### src/rtl/gyro_bias_calibrator.sv
// gyro_bias_calibrator: settles, averages stationary gyro samples into a per-axis bias, then emits saturated bias-corrected rates.
// Optional deadband around zero when GYRO_BIAS_DEADBAND_EN is defined.
module gyro_bias_calibrator #(
    parameter int DATA_W           = 10,
    parameter int CAL_SAMPLES_LOG2 = 6,
    parameter int SETTLE_SAMPLES   = 16,
    parameter int DEADBAND         = 2
) (
    input  logic                     CLOCK_50,
    input  logic                     RST_N,
    input  logic                     DataValid,
    input  logic signed [DATA_W-1:0] GyroX,
    input  logic signed [DATA_W-1:0] GyroY,
    input  logic signed [DATA_W-1:0] GyroZ,
    input  logic                     Recalibrate,
    output logic signed [DATA_W-1:0] GyroXOut,
    output logic signed [DATA_W-1:0] GyroYOut,
    output logic signed [DATA_W-1:0] GyroZOut,
    output logic                     DataReady,
    output logic                     Calibrated
);
    localparam int AW = DATA_W + CAL_SAMPLES_LOG2;
    localparam int CAL_N = 1 << CAL_SAMPLES_LOG2;
    localparam logic signed [DATA_W-1:0] SAT_MAX = {1'b0, {(DATA_W-1){1'b1}}};
    localparam logic signed [DATA_W-1:0] SAT_MIN = {1'b1, {(DATA_W-1){1'b0}}};
`ifdef GYRO_BIAS_DEADBAND_EN
    localparam logic signed [DATA_W-1:0] DB_POS = DATA_W'(DEADBAND);
    localparam logic signed [DATA_W-1:0] DB_NEG = -DB_POS;
`endif

    typedef enum logic [1:0] {SETTLE, ACCUM, RUN} stateType;
    stateType state, nextState;

    logic dvReg, evt, lastSettle, lastAccum;
    logic [31:0] count;
    logic signed [DATA_W-1:0] gyroIn [3];
    logic signed [DATA_W-1:0] sample [3];
    logic signed [DATA_W-1:0] bias [3];
    logic signed [DATA_W-1:0] sat [3];
    logic signed [DATA_W-1:0] corr [3];
    logic signed [DATA_W-1:0] outVal [3];
    logic signed [DATA_W:0] diff [3];
    logic signed [AW-1:0] acc [3];
    logic signed [AW-1:0] accSum [3];
    logic signed [AW-1:0] accShift [3];

    assign gyroIn[0] = GyroX;
    assign gyroIn[1] = GyroY;
    assign gyroIn[2] = GyroZ;
    assign GyroXOut = outVal[0];
    assign GyroYOut = outVal[1];
    assign GyroZOut = outVal[2];
    assign Calibrated = (state == RUN);

    always_ff @(posedge CLOCK_50 or negedge RST_N) begin
        if (!RST_N) state <= SETTLE;
        else state <= nextState;
    end

    always_comb begin
        lastSettle = (SETTLE_SAMPLES == 0) || (evt && (count + 32'd1 == 32'(SETTLE_SAMPLES)));
        lastAccum = evt && (count + 32'd1 == 32'(CAL_N));
        nextState = Recalibrate ? SETTLE :
                    (state == SETTLE && lastSettle) ? ACCUM :
                    (state == ACCUM && lastAccum) ? RUN : state;
    end

    // Difference is formed one bit wider so overflow can be detected and clamped.
    always_comb begin
        for (int i = 0; i < 3; i++) begin
            accSum[i] = acc[i] + AW'(sample[i]);
            accShift[i] = accSum[i] >>> CAL_SAMPLES_LOG2;
            diff[i] = {sample[i][DATA_W-1], sample[i]} - {bias[i][DATA_W-1], bias[i]};
            sat[i] = (diff[i][DATA_W] != diff[i][DATA_W-1]) ? (diff[i][DATA_W] ? SAT_MIN : SAT_MAX) : diff[i][DATA_W-1:0];
`ifdef GYRO_BIAS_DEADBAND_EN
            corr[i] = (sat[i] >= DB_NEG && sat[i] <= DB_POS) ? '0 : sat[i];
`else
            corr[i] = sat[i];
`endif
        end
    end

    // Samples are captured on the detecting edge and consumed by the state logic one edge later.
    always_ff @(posedge CLOCK_50 or negedge RST_N) begin
        if (!RST_N) begin
            dvReg <= 1'b0;
            evt <= 1'b0;
            count <= '0;
            DataReady <= 1'b0;
            for (int i = 0; i < 3; i++) begin
                sample[i] <= '0;
                acc[i] <= '0;
                bias[i] <= '0;
                outVal[i] <= '0;
            end
        end else begin
            dvReg <= DataValid;
            evt <= DataValid && !dvReg && !Recalibrate;
            DataReady <= 1'b0;
            if (DataValid && !dvReg) for (int i = 0; i < 3; i++) sample[i] <= gyroIn[i];
            if (Recalibrate) begin
                count <= '0;
                for (int i = 0; i < 3; i++) begin
                    acc[i] <= '0;
                    outVal[i] <= '0;
                end
            end else if (state == SETTLE) begin
                if (lastSettle) count <= '0;
                else if (evt) count <= count + 32'd1;
            end else if (state == ACCUM && evt) begin
                count <= lastAccum ? '0 : count + 32'd1;
                for (int i = 0; i < 3; i++) begin
                    acc[i] <= lastAccum ? '0 : accSum[i];
                    if (lastAccum) bias[i] <= accShift[i][DATA_W-1:0];
                end
            end else if (state == RUN && evt) begin
                DataReady <= 1'b1;
                for (int i = 0; i < 3; i++) outVal[i] <= corr[i];
            end
        end
    end
endmodule

### config.mk
export PLATFORM = sky130hd
export DESIGN_NAME = gyro_bias_calibrator
export DESIGN_NICKNAME = d
export VERILOG_FILES = /design/src/rtl/gyro_bias_calibrator.sv
export SDC_FILE = /design/constraint.sdc
export NUM_CORES = 1
export LEC_CHECK = 0
export CAP_MARGIN = 20
export CORE_ASPECT_RATIO = 1.25
export CORE_MARGIN = 2
export CORE_UTILIZATION = 45
export DETAILED_ROUTE_END_ITERATION = 10
export GPL_TIMING_DRIVEN = 0
export HOLD_SLACK_MARGIN = 0.03
export PLACE_DENSITY = 0.65
export SYNTH_ARGS = -nofsm -noshare
export SYNTH_HDL_FRONTEND = slang
export SYNTH_SLANG_ARGS = --single-unit
### constraint.sdc
create_clock -name CLOCK_50 -period 3.3 [get_ports CLOCK_50]
set_clock_uncertainty 0.1 [all_clocks]
set_input_delay 0.66 -clock CLOCK_50 [delete_from_list [all_inputs] [get_ports CLOCK_50]]
set_output_delay 0.66 -clock CLOCK_50 [all_outputs]
set_load 0.01 [all_outputs]
# Word level (Yosys, flattened, before mapping)
# Index checks and enable logic that the tools add are counted.
# classes
n_addsub	7
eq_ne	10
muxes	29
n_bitwise	2
reduce_logical	19
# op_table
operator	count
2-to-1 mux 32 bit	6
2-to-1 mux 48 bit	3
2-to-1 mux 30 bit	4
2-to-1 mux 10 bit	6
adder 16 x 10 -> 16 bit	3
2-to-1 mux 16 bit	3
subtractor 10 x 10 -> 11 bit	3
adder 32 x 1 -> 32 bit, second input constant	1
equality test 32 x 5 -> 1 bit, second input constant	1
equality test 32 x 7 -> 1 bit, second input constant	1
logical AND 1 bit	8
2-to-1 mux 2 bit	3
nonzero test 3 bit	2
2-to-1 mux 1 bit	4
!= test 2 bit, second input constant	2
!= test 4 bit, second input constant	1
AND reduction 2 bit	2
AND reduction 4 bit	1
nonzero test 2 bit	2
!= test 1 bit	3
AND reduction 3 bit	1
equality test 2 x 1 -> 1 bit, second input constant	1
equality test 2 bit, second input constant	1
logical NOT 1 bit	2
other kinds (2)	3
# totals
regBits	175
inputBits	34

# Depth between registers and ports, before layout
# depth
depth_word	7
ltp_mapped	16
mapped_depth_nobuf	16

# Worst setup path before layout
# OpenSTA, ideal clock, no wires.
# synth_timing
kind	reg-to-reg
from	register count[0]
to	register bias[0] in the netlist's numbering
arrival_time_ns	3.369
slack_ns	-0.294
stages_incl_launch_ff	13
cell_sequence	dfrtp_1 ha_1 nand4_2 or4_1 clkbuf_2 nor4_2 and3_1 o221ai_1 or4_1 buf_6 nor4_4 buf_6 mux2_4
# synth_via
elab_chain_cells	4
# synth_rtl
item	line	text
start: declaration	35	logic [31:0] count;
start signal: assignment	109	else if (evt) count <= count + 32'd1;
start signal: assignment	111	count <= lastAccum ? '0 : count + 32'd1;
adder 32 x 1 -> 32 bit	62	lastAccum = evt && (count + 32'd1 == 32'(CAL_N));
equality test 32 x 7 -> 1 bit	62	
logical AND 1 bit	62	
AND reduction 4 bit (no line)	-	
end signal: indexed assignment	114	if (lastAccum) bias[i] <= accShift[i][DATA_W-1:0];
end: declaration	38	logic signed [DATA_W-1:0] bias [3];
# Every way passes these cells.
# A chain may end at the register's enable or synchronous reset.

# Worst setup path in the final report
# layout_timing
from	register count[0]
to	register bias[25] in the netlist's numbering
# Same word-level chain as after synthesis.

==> impl_metrics.env <==
export IMPL_dieArea_sq_um=25540
export IMPL_numCtsBuffers=17
export IMPL_fin_hold_ws_ns=0.06879
export IMPL_clkLatencyLatePin_ns=0.44
export IMPL_worstPathArrival_ns=3.59
export IMPL_antenna_found_initial=0
export IMPL_status="complete, but fails checks"
export IMPL_async_flop_share=1.000
export IMPL_path_clk_slew_ns=0.07
export IMPL_tns_ns=-1.527
export IMPL_wl_per_cell_um=17.05
export IMPL_dpl_hpwl_um=18510
export IMPL_first_pass_iters=4
export IMPL_syn_area_per_cell_sq_um=9.947
export IMPL_cts_root_buf="clkbuf_16"
export IMPL_synth_edf_count=0
export IMPL_grt_pass1_vias=8611
export IMPL_setup_violations=31
export IMPL_grt_pass1_wl_um=43470
export IMPL_yosysWarnings=0
export IMPL_crit_path_cell_trace="ha_4 -> nand4_4 -> buf_4 -> o21ai_1 -> a41oi_2 -> nor4_2 -> nand4_1 -> or4_4 -> nor4_4 -> buf_6 -> buf_4 -> clkbuf_16 -> mux2_4"
export IMPL_power_total_mw=5.468
export IMPL_diodes=0
export IMPL_finalCritPeriodShare=1.022
export IMPL_synth_cells=1098
export IMPL_numPortBuffers=65
export IMPL_timing_critical_path_from_type="flip-flop"
export IMPL_first_iter_violations=342
export IMPL_tightest_slew_ns=0.8953
export IMPL_grt_ovfl_total=0
export IMPL_leakagePower_nw=5.949
export IMPL_hold_buffers=0
export IMPL_area_growth_pct=22.96
export IMPL_path_class="flip-flop to flip-flop"
export IMPL_ys_seq_area_frac=0.4010
export IMPL_reg2regPathDepth=13
export IMPL_fin_ws_ns=-0.07360
export IMPL_clock_path_buffers=2
export IMPL_grtUsageTotal=0.2156
export IMPL_violations="setup timing"
export IMPL_cp_common_cell="buf_4"
export IMPL_io_pins=66
export IMPL_finalNetCount=1349
export IMPL_ys_flop_type="dfrtp_1"
export IMPL_synth_area_sq_um=10920
export IMPL_seq_area_sq_um=4394
export IMPL_critPathSlowestCell="or4_4"
export IMPL_synth_cell_types=65
export IMPL_synth_nets=1219
export IMPL_fmax_ghz=0.2964
export IMPL_multi_input_area_sq_um=6446
export IMPL_htree_levels=4
export IMPL_cp_slowest_stage_delay_ns=0.60
export IMPL_worstReg2RegStart="count[0]$_DFFE_PN0P_"
export IMPL_slew_viol_final=0
export IMPL_antenna_left=0
export IMPL_reg2reg_slack_ns=-0.07
export IMPL_fp_dieW_um=143.3
export IMPL_endpoint_kind="flip-flop"
export IMPL_ir_drop_uv=338.7
export IMPL_rsz0062_at_grt="true"
export IMPL_p_per_area_nw_per_um2=407.2
export IMPL_die_h_um=178.2
export IMPL_initial_core_util=0.4588
export IMPL_maxCapViolCount=0
export IMPL_num_fill_cells=2074
export IMPL_ys_seq_elements=175
export IMPL_grt_max_degree=110
export IMPL_hold_viol_final=0
export IMPL_timing_rr_end="bias[25]$_DFFE_PN0P_"
export IMPL_drt_drc_violations_left=0
export IMPL_via_count=8621
export IMPL_core_area_sq_um=23810
export IMPL_cts_sinks=175
export IMPL_place_gp_congestion=0.8623
export IMPL_hold_path_class="primary input to asynchronous set/reset pin"
export IMPL_max_slew_margin=0.4031
export IMPL_routed_wl_um=26700
export IMPL_finalCriticalPeriod_ns=3.374
export IMPL_crit_fanout=5
export IMPL_final_layout_size_suffix_gt1_frac=0.1886
export IMPL_crit_start="count[0]$_DFFE_PN0P_"
export IMPL_dp_slack_ns=-0.6506
export IMPL_required_ns=3.52
export IMPL_cts_tree="built"
export IMPL_via_per_inst=5.505
export IMPL_rows=63
==> synth_stat cells, drive strengths merged (3+ instances only) <==
cell / number / area [sq um]
dfrtp: 175 / 4379
nand2: 90 / 337.8
ha: 81 / 1013
nor2: 76 / 285.3
o21ai: 72 / 364.1
xnor2: 62 / 543.0
inv: 57 / 214.0
mux2: 54 / 705.7
a21oi: 52 / 260.3
a22o: 41 / 359.1
xor2: 36 / 315.3
clkbuf: 30 / 113.9
a21o: 20 / 150.1
nand3: 20 / 100.1
nor3: 20 / 100.1
nor2b: 16 / 100.1
nand4: 15 / 106.4
o211ai: 13 / 97.59
and3: 12 / 75.07
buf: 12 / 102.6
or3: 11 / 68.82
nor4: 10 / 83.83
a221o: 8 / 80.08
a31oi: 8 / 50.05
and2: 8 / 50.05
nand2b: 8 / 50.05
o21a: 8 / 60.06
and4: 7 / 61.31
or2: 7 / 43.79
fa: 6 / 120.1
a211oi: 5 / 37.54
a31o: 5 / 43.79
mux2i: 5 / 50.05
a21boi: 4 / 30.03
o2111ai: 4 / 35.03
o21bai: 4 / 30.03
or4: 4 / 30.03
nand3b: 3 / 22.52
o22a: 3 / 26.28
o311ai: 3 / 26.28
o31ai: 3 / 22.52
==> cell families (layout without fill, tap and decap cells) <==
family / after synthesis / after routing / share of synthesized area
AO/OA/AOI/OAI: 268 / 269 / 0.1659
AND/OR/NAND/NOR: 311 / 312 / 0.1418
XOR/XNOR: 98 / 98 / 0.07859
adder cells (fa/ha/maj): 87 / 87 / 0.1038
flip-flops: 175 / 175 / 0.4010
buffers and inverters: 100 / 241 / 0.03975
multiplexers: 59 / 59 / 0.06919
==> placed cells by master (no fill, tap or decap), types with 22 or more instances in the layout <==
master           count
mux2_2              28
nand2_1             88
xor2_1              36
a22o_1              41
inv_1               55
nor2_1              72
buf_4               47
mux2_4              26
xnor2_1             62
o21ai_0             51
ha_1                78
clkbuf_1            22
dfrtp_1            163
clkdlybuf4s50_1     64
a21oi_1             45
==> layout make-up <==
class                   count  area share
plain buffers              31     0.01556
clock buffers              21     0.03354
clock inverters            11     0.01006
inverters                  58     0.01621
multi-input cells         825      0.4800
flip-flops and latches    175      0.3272
well taps                 325     0.03028
repair buffers            120     0.08711
==> flip-flops by register name, indices dropped and copies added, names as in the netlist <==
| register | count |
|---|---|
| bias | 30 |
| count | 32 |
| acc | 48 |
| DataReady | 1 |
| sample | 30 |
| GyroYOut | 10 |
| evt | 1 |
| dvReg | 1 |
| GyroXOut | 10 |
| state | 2 |
| GyroZOut | 10 |
==> layer usage <==
layer / GRT usage / routed length (um) / vias to the layer above / share of wire
met5: 0 / 0 / - / 0
met4: 0.06577 / 383 / 0 / 0.014
met3: 0.03302 / 620 / 23 / 0.023
met2: 0.3898 / 14040 / 113 / 0.53
met1: 0.2639 / 11660 / 4262 / 0.44
li1: - / - / 4223 / -
==> how the worst max path moves through the flow <==
stage                              endpoint  slack, ns  cells after the start
global route            bias[2]$_DFFE_PN0P_      -0.14                     13
global placement       count[0]$_DFFE_PN0P_      -6.69                      1
CTS                     bias[7]$_DFFE_PN0P_      -0.08                     12
finish                 bias[25]$_DFFE_PN0P_      -0.07                     13
floorplan               bias[0]$_DFFE_PN0P_      -0.03                     12
detailed placement  GyroZOut[7]$_DFFE_PN0P_      -0.65                     13
==> what timing repair did <==
item | in CTS | in global routing
cloned | 3 | 3
resized for setup | 74 | 48
pin swaps | 17 | 19
setup endpoints to repair | 101 | 89
buffers inserted | 30 | 21
==> worst max-delay path: cells and delay by family, from the launching register on <==
family | cells | cell delay (ns)
AO/OA/AOI/OAI | 2 | 0.35
adder cells (fa/ha/maj) | 1 | 0.16
buffers and inverters | 4 | 0.57
flip-flops | 1 | 0.39
multiplexers | 1 | 0.29
AND/OR/NAND/NOR | 5 | 1.38
==> through the flow <==
step | cell area, sq um | cells | util
2_1_floorplan | 11000 | 1098 | -
3_3_place_gp | 12050 | 1488 | 0.5064
3_5_place_dp | 12090 | 1489 | 0.5077
4_1_cts | 13170 | 1545 | 0.5532
5_1_grt | 13430 | 1566 | 0.5641
6_report | 13430 | 1566 | 0.5641
==> report_power, final <==
part	internal, mW	switching, mW	total, mW
sequential	2.21	0.0961	2.31
combinational	0.505	0.636	1.14
clock	1.14	0.875	2.02
(Power assumes the default switching activity.)
